==> config.mk <==
export PLATFORM = sky130hd
export DESIGN_NAME = pipelined_cla_adder
export DESIGN_NICKNAME = d
export VERILOG_FILES = /design/src/rtl/pipelined_cla_adder.sv
export SDC_FILE = /design/constraint.sdc
export NUM_CORES = 1
export LEC_CHECK = 0
export BUFFER_PORTS_ARGS = -buffer_cell sky130_fd_sc_hd__buf_2
export CAP_MARGIN = 0
export CORE_ASPECT_RATIO = 0.9
export CORE_MARGIN = 3
export CORE_UTILIZATION = 35
export DETAILED_ROUTE_END_ITERATION = 7
export PLACE_DENSITY = 0.6
export SLEW_MARGIN = 20
export SYNTH_ARGS = -nofsm -noshare
export SYNTH_HDL_FRONTEND = slang
export SYNTH_SLANG_ARGS = --single-unit
==> constraint.sdc <==
create_clock -name clk -period 4.8 [get_ports clk]
set_input_delay 0.24 -clock clk [delete_from_list [all_inputs] [get_ports clk]]
set_output_delay 0.24 -clock clk [all_outputs]
set_load 0.05 [all_outputs]
==> src/rtl/pipelined_cla_adder.sv <==
// Pipelined carry-lookahead add/subtract: WIDTH bits split into STAGES segments,
// one segment resolved per stage, with valid/ready stall handshake and status flags.
module pipelined_cla_adder #(
  parameter int WIDTH  = 64,
  parameter int STAGES = 4,
  parameter int GROUP  = 4
) (
  input  logic             clk,
  input  logic             rst_n,
  input  logic             in_valid,
  output logic             in_ready,
  input  logic             op,
  input  logic [WIDTH-1:0] in1,
  input  logic [WIDTH-1:0] in2,
  input  logic             cin,
  output logic             out_valid,
  input  logic             out_ready,
  output logic [WIDTH-1:0] sum,
  output logic             cout,
  output logic             overflow,
  output logic             zero
);

  localparam int SEG = WIDTH / STAGES;

  logic             w_advance;
  logic [WIDTH-1:0] r_inA;
  logic [WIDTH-1:0] r_inB;
  logic             r_inC;
  logic             r_inV;
  logic [WIDTH-1:0] r_sum;
  logic             r_cout;
  logic             r_ovf;
  logic             r_zero;
  logic             r_outValid;

  // Global enable: the whole pipe moves whenever the output slot is free or being drained.
  assign w_advance = out_ready || !r_outValid;
  assign in_ready  = w_advance;

  assign out_valid = r_outValid;
  assign sum       = r_sum;
  assign cout      = r_cout;
  assign overflow  = r_ovf;
  assign zero      = r_zero;

  // One segment: group generate/propagate chain the block carries, bits ripple within a block.
  function automatic logic [SEG:0] claSeg(input logic [SEG-1:0] a,
                                          input logic [SEG-1:0] b,
                                          input logic           c);
    logic [SEG-1:0] g;
    logic [SEG-1:0] p;
    logic [SEG:0]   carry;
    logic           gg;
    logic           gp;
    g        = a & b;
    p        = a ^ b;
    carry    = '0;
    carry[0] = c;
    for (int grp = 0; grp < SEG / GROUP; grp++) begin
      gg = 1'b0;
      gp = 1'b1;
      for (int i = 0; i < GROUP; i++) begin
        gg = g[grp*GROUP+i] | (p[grp*GROUP+i] & gg);
        gp = gp & p[grp*GROUP+i];
      end
      for (int i = 0; i < GROUP - 1; i++) begin
        carry[grp*GROUP+i+1] = g[grp*GROUP+i] | (p[grp*GROUP+i] & carry[grp*GROUP+i]);
      end
      carry[(grp+1)*GROUP] = gg | (gp & carry[grp*GROUP]);
    end
    return {carry[SEG], p ^ carry[SEG-1:0]};
  endfunction

  always_ff @(posedge clk or negedge rst_n) begin
    if (!rst_n) begin
      r_inV <= 1'b0;
    end else if (w_advance) begin
      r_inV <= in_valid;
    end
  end

  // Subtraction is folded in here so every later stage is a plain adder.
  always_ff @(posedge clk) begin
    if (w_advance) begin
      r_inA <= in1;
      r_inB <= op ? ~in2 : in2;
      r_inC <= cin;
    end
  end

  for (genvar k = 0; k < STAGES; k++) begin : g_stage
    logic [WIDTH-1:k*SEG]     w_a;
    logic [WIDTH-1:k*SEG]     w_b;
    logic                     w_c;
    logic                     w_v;
    logic [SEG:0]             w_seg;
    logic [(k+1)*SEG-1:0]     w_low;

    if (k == 0) begin : g_src
      assign w_a   = r_inA;
      assign w_b   = r_inB;
      assign w_c   = r_inC;
      assign w_v   = r_inV;
      assign w_low = w_seg[SEG-1:0];
    end else begin : g_src
      assign w_a   = g_stage[k-1].g_reg.r_a;
      assign w_b   = g_stage[k-1].g_reg.r_b;
      assign w_c   = g_stage[k-1].g_reg.r_c;
      assign w_v   = g_stage[k-1].g_reg.r_v;
      assign w_low = {w_seg[SEG-1:0], g_stage[k-1].g_reg.r_low};
    end

    assign w_seg = claSeg(w_a[k*SEG +: SEG], w_b[k*SEG +: SEG], w_c);

    if (k < STAGES - 1) begin : g_reg
      // Upper operand bits are skewed forward, finished low bits de-skewed alongside.
      logic [WIDTH-1:(k+1)*SEG] r_a;
      logic [WIDTH-1:(k+1)*SEG] r_b;
      logic [(k+1)*SEG-1:0]     r_low;
      logic                     r_c;
      logic                     r_v;

      always_ff @(posedge clk or negedge rst_n) begin
        if (!rst_n) begin
          r_v <= 1'b0;
        end else if (w_advance) begin
          r_v <= w_v;
        end
      end

      always_ff @(posedge clk) begin
        if (w_advance) begin
          r_a   <= w_a[WIDTH-1:(k+1)*SEG];
          r_b   <= w_b[WIDTH-1:(k+1)*SEG];
          r_c   <= w_seg[SEG];
          r_low <= w_low;
        end
      end
    end else begin : g_out
      // Result registers only update on a valid op so bubbles leave the last result showing.
      always_ff @(posedge clk or negedge rst_n) begin
        if (!rst_n) begin
          r_outValid <= 1'b0;
          r_sum      <= '0;
          r_cout     <= 1'b0;
          r_ovf      <= 1'b0;
          r_zero     <= 1'b0;
        end else if (w_advance) begin
          r_outValid <= w_v;
          if (w_v) begin
            r_sum  <= w_low;
            r_cout <= w_seg[SEG];
            r_ovf  <= (w_a[WIDTH-1] == w_b[WIDTH-1]) && (w_low[WIDTH-1] != w_a[WIDTH-1]);
            r_zero <= ~|w_low;
          end
        end
      end
    end
  end

endmodule

# Word level (Yosys, flattened, before mapping)

Index checks and enable logic that the tools add are counted.

Flip-flop bits (word level): 492
Latch bits: 0
RAM bits: 0
ROM bits: 0
Bits of input ports: 134
Output and inout port bits: 69
Word-level logic and storage cells: 318
Memories: 0

$add $sub $neg: 0
$mul: 0
Div/mod/pow operators: 0
Magnitude comparators: 0
Equality and inequality tests: 2
Shift-type cells: 0
Mux-type cells: 1
Bitwise operators: 285
Reduce and logical (&&, ||, !) cells: 6

Operator list:

| cell              | count |
|---|---|
| $and 1x1->1       | 160 |
| $xor 16x16->16    | 8 |
| $or 1x1->1        | 112 |
| $and 16x16->16    | 4 |
| $mux 64           | 1 |
| $not 64->64       | 1 |
| $reduce_or 64->1  | 1 |
| $logic_not 1->1   | 2 |
| $reduce_and 2->1  | 1 |
| $eq 1x1->1        | 1 |
| $logic_and 1x1->1 | 1 |
| $logic_or 1x1->1  | 1 |
| $ne 1x1->1        | 1 |

# Longest topological paths before layout

Word-level depth: 21
Mapped depth: 14

# Worst setup path before layout

No wires, ideal clock.

Path type: register -> register
Start point: reg r_outValid (netlist: out_valid)
End point: reg r_cout (netlist: cout)
Library setup time: 0.119 ns
Arrival time: 3.639 ns
Setup slack: 1.042 ns
Stages on the path, launching flop included: 6
Path buffers: 1
Cell sequence: dfrtp_1 nand2b_1 buf_6 nand2_4 or4_1 o21a_1

Word-level cells in the longest chain between the ends: 3

RTL lines:

| item                              | RTL line | text |
|---|---|---|
| start: declaration                | 35       | `logic r_outValid;` |
| start signal: assignment          | 150      | `r_outValid <= w_v;` |
| $logic_not 1->1                   | 38       | `assign w_advance = out_ready \|\| !r_outValid;` |
| $logic_or 1x1->1                  | 38       |  |
| net in_ready                      | 11       | `output logic in_ready,` |
| $reduce_and 2->1 (no source line) | -        |  |
| end signal: assignment            | 153      | `r_cout <= w_seg[SEG];` |
| end: declaration                  | 32       | `logic r_cout;` |

The timed path passes the listed nets, and every way through them passes these cells.
A chain may end at the register's enable or synchronous reset.

# Final worst setup path

Start point: reg g_stage[2].g_reg.r_a[48] (netlist name)
End point: reg r_zero (netlist: zero)

Elaborated cells between the ends (all ways): 44

RTL lines:

| item                     | RTL line | text |
|---|---|---|
| start: declaration       | 118      | `logic [WIDTH-1:(k+1)*SEG] r_a;` |
| start signal: assignment | 134      | `r_a <= w_a[WIDTH-1:(k+1)*SEG];` |
| $and 16x16->16           | 56       | `g = a & b;` |
| $and 1x1->1              | 64       | `gg = g[grp*GROUP+i] \| (p[grp*GROUP+i] & gg);` |
| $or 1x1->1               | 64       |  |
| $and 1x1->1              | 64       |  |
| $or 1x1->1               | 64       |  |
| $and 1x1->1              | 64       |  |
| $or 1x1->1               | 64       |  |
| $or 1x1->1 *             | 70       | `carry[(grp+1)*GROUP] = gg \| (gp & carry[grp*GROUP]);` |
| [4 not listed]           | -        |  |
| $and 1x1->1 *            | 68       | `carry[grp*GROUP+i+1] = g[grp*GROUP+i] \| (p[grp*GROUP+i] & carry[grp*GROUP+i]);` |
| $or 1x1->1 *             | 68       |  |
| $and 1x1->1 *            | 68       |  |
| $or 1x1->1 *             | 68       |  |
| $xor 16x16->16 *         | 72       | `return {carry[SEG], p ^ carry[SEG-1:0]};` |
| net g_stage[3].w_low[62] | 98       | `logic [(k+1)*SEG-1:0] w_low;` |
| $reduce_or 64->1 *       | 155      | `r_zero <= ~\|w_low;` |
| $logic_not 1->1 *        | 155      |  |
| end signal: assignment   | 155      |  |
| end: declaration         | 34       | `logic r_zero;` |

Mark *: on every way through the listed nets, which the timed path passes. The rest lies on a longest branch.

==> flow_summary.toml <==
[global_routing]
grt_use_total_pct = 12.42
grt_pass1_wl_mm = 53.99
grt_max_degree = 185
antenna_found_initial = 1
grt_overflow = 0
grt_pass1_vias = 9723

[worst_hold_path]
holdCritPathClass = "primary input to asynchronous set/reset pin"

[power]
clock_power_share_pct = 25.8
p_sw_mw = 5.007
leakagePower_nw = 9.143
power.density_nw_per_um2 = 661.9
combPwrFrac_pct = 26.6
swShare_pct = 32.24
irDropWorstVdd_v = 0.0005123
p_int_mw = 10.52
seq_power_share_pct = 47.6

[layout]
nets = 1554
fillCellCount = 4420
finish.utilization_pct = 45.04
multi_input_area_um2 = 3979
drive_gt1_share_pct = 25.95
regArea_um2 = 14410
layout_commonest_cell = "edfxtp_1"
layout_common_cells = "420 x edfxtp_1, 200 x buf_2, 131 x dlygate4sd3_1"
syn2layout_area_growth_pct = 26.37
antenna_cells = 0

[floorplanning]
dieArea_um2 = 55850
coreArea_um2 = 52090
rows = 79
fp.dieW_um = 248.8
start_util_pct = 35.64
ioPinCount = 203
die_h_um = 224.5

[drt]
avgRoutedWirePerCell_um = 16.86
via_per_inst = 4.446
drtIter0Drc = 507
drt_wl_total_mm = 34.35
via_count = 9057
postRouteAntennaNets = 0
drc_errors = 0
first_pass_iters = 4

[logic_synthesis]
ys_ff_latch = 492
yosysSeqAreaShare_pct = 77.63
yosys_warnings = 0
synthCells = 931
synth_area_um2 = 18570
syn_avg_cell_area_um2 = 19.94
yosysUniqueCellTypes = 36
syn_nets = 1177

[sta]
relSlewSlack_pct = 27.52
fmax_ghz = 0.2573
rsz0062_at_grt = "false"
maxSlewViolCount = 0
skew_ns = 0.01546
tightest_slew_ns = 1.087
setup-tns-final_ns = 0
finalWorstPathRequiredPeriod_ns = 3.887
period_share_pct = 80.98
final-setup-viol-count = 0
hold_ws_ns = 0.2921
hold_viol_final = 0
fin_ws_ns = 0.9130

[clocking]
cts_tree = "yes"
htree_num_levels = 2
clockBufferDepth = 3
worstSkewPairLatency_ns = 0.57
path_clk_slew_ns = 0.06
clockRootBuffer = "clkbuf_16"
cts_buffers = 51
cts.sinks = 492

[outcome]
status = "completed"

[placed_design]
dp_hpwl_mm = 22.29
dp_slack_ns = 0.8756
port_buffers = 202
gp_congestion = 0.8170

[worst_setup_path]
path_common_cell = "fa_1"
path_cells = "ha_1 > a21oi_1 > nor2_1 > nor3_1 > inv_1 > o2bb2ai_1 > or2_2 > fa_1 > fa_1 > fa_1 > nor4_1 > nand4_1 > nor3_1 > a22o_1"
path_max_fanout = 2
slowest_delay_ns = 0.45
start_kind = "flip-flop"
required_ns = 5.31
critPathKind = "flip-flop to flip-flop"
crit_arrival_ns = 4.39
critPathTopFamily = "adder cells"
cp_slowest_cell = "fa_1"
setup.worst_path.end_class = "flip-flop"
path_buf_inv = 1

[job]
cap_viol_max_count = 0
-- cells in the mapped netlist, drive strengths merged --
cell type    n  area share (%)
a211o        3            0.14
a211oi       6            0.24
a21o         5            0.20
a21oi       20            0.54
a22o         1           0.047
and2         1           0.034
and4         3            0.14
buf         14            0.41
clkbuf       1           0.020
dfrtp       72             9.7
edfxtp     420              68
fa          48             5.2
ha          64             4.3
inv         27            0.55
mux2        63             3.8
nand2       26            0.57
nand2b       2           0.067
nand3        4            0.11
nand4        9            0.30
nor2        13            0.26
nor2b        1           0.034
nor3         3           0.081
nor4        14            0.47
nor4b        1           0.047
o21a         5            0.20
o21ai       16            0.43
o221ai       3            0.14
o22ai        1           0.034
o2bb2ai      1           0.047
o31ai        1           0.040
or2          1           0.034
or4          1           0.040
xnor2        5            0.24
xor2        76             3.6
-- cell families after synthesis --
kind of cell,count (synthesis),share of synthesized area [%]
muxes,63,3.821
buffers and inverters,42,0.9771
xor gates and xnor gates,81,3.821
and+or+nand+nor,79,2.190
AOI/OAI and AO/OA,62,2.069
DFF,492,77.63
adders and majority gates,112,9.489
-- registers in the layout, summed over array words and instances, names as in the netlist --
| name | cells |
|---|---|
| cout | 1 |
| g_stage.g_reg.r_a | 96 |
| g_stage.g_reg.r_b | 96 |
| g_stage.g_reg.r_c | 3 |
| g_stage.g_reg.r_low | 96 |
| g_stage.g_reg.r_v | 3 |
| g_stage.w_a | 64 |
| g_stage.w_b | 64 |
| g_stage.w_c | 1 |
| g_stage.w_v | 1 |
| out_valid | 1 |
| overflow | 1 |
| sum | 64 |
| zero | 1 |
-- layer usage --
| layer | routed length (um) | track usage, % | vias up |
|---|---|---|---|
| li1 | - | - | 4270 |
| met1 | 14680 | 16.00 | 4529 |
| met2 | 16860 | 20.66 | 190 |
| met3 | 1879 | 2.960 | 68 |
| met4 | 933 | 4.536 | 0 |
| met5 | 0 | 0 | - |
-- worst paths after layout --
kind                                          start                  endpoint  slack, ns  cells after the start
setup / recovery           g_stage[2].g_reg.r_a[48]                      zero       0.91                     14
hold / removal                                rst_n                   sum[57]       0.29                      2
setup reg to reg           g_stage[2].g_reg.r_a[48]                      zero       0.91                     14
hold reg to reg                  g_stage[0].w_a[58]  g_stage[0].g_reg.r_a[58]       0.42                      0
max in group asynchronous                     rst_n                   sum[34]       3.98                      2
min in group clk                                 op        g_stage[0].w_b[19]       0.29                      2
-- cell type report --
class                           instances  area share, %
Timing Repair Buffer                  339          10.23
Sequential cell                       492          61.43
Clock buffer                           71          5.973
Multi-Input combinational cell        397          16.96
Inverter                               27         0.4320
Tap cell                              688          3.669
Clock inverter                         23          1.301
-- power groups by stage --
stage	registers [mW]	clock network (mW)	logic (mW)
2_1_floorplan	8.26	0	1.95
3_3_place_gp	7.47	0	4.05
3_5_place_dp	7.53	0	4.13
4_1_cts	7.45	4.14	4.23
5_1_grt	7.59	4.32	4.59
6_report	7.40	4.00	4.13
-- metrics by stage --
| stage | instance area (um2) | instances | power, mW |
|---|---|---|---|
| global placement | 20440 | 1812 | 11.52 |
| detailed placement | 20440 | 1812 | 11.66 |
| floorplan | 18570 | 931 | 10.21 |
| CTS | 23460 | 2037 | 15.81 |
| finish | 23460 | 2037 | 15.53 |
| global route | 23460 | 2037 | 16.49 |
-- timing repair --
action / CTS / global route
hold buffers: 131 / 0
resized for setup: 0 / 0
endpoints found under the hold margin: 202 / 0
setup buffers: 0 / 0
No activity file was read; power rests on OpenSTA's default activity.
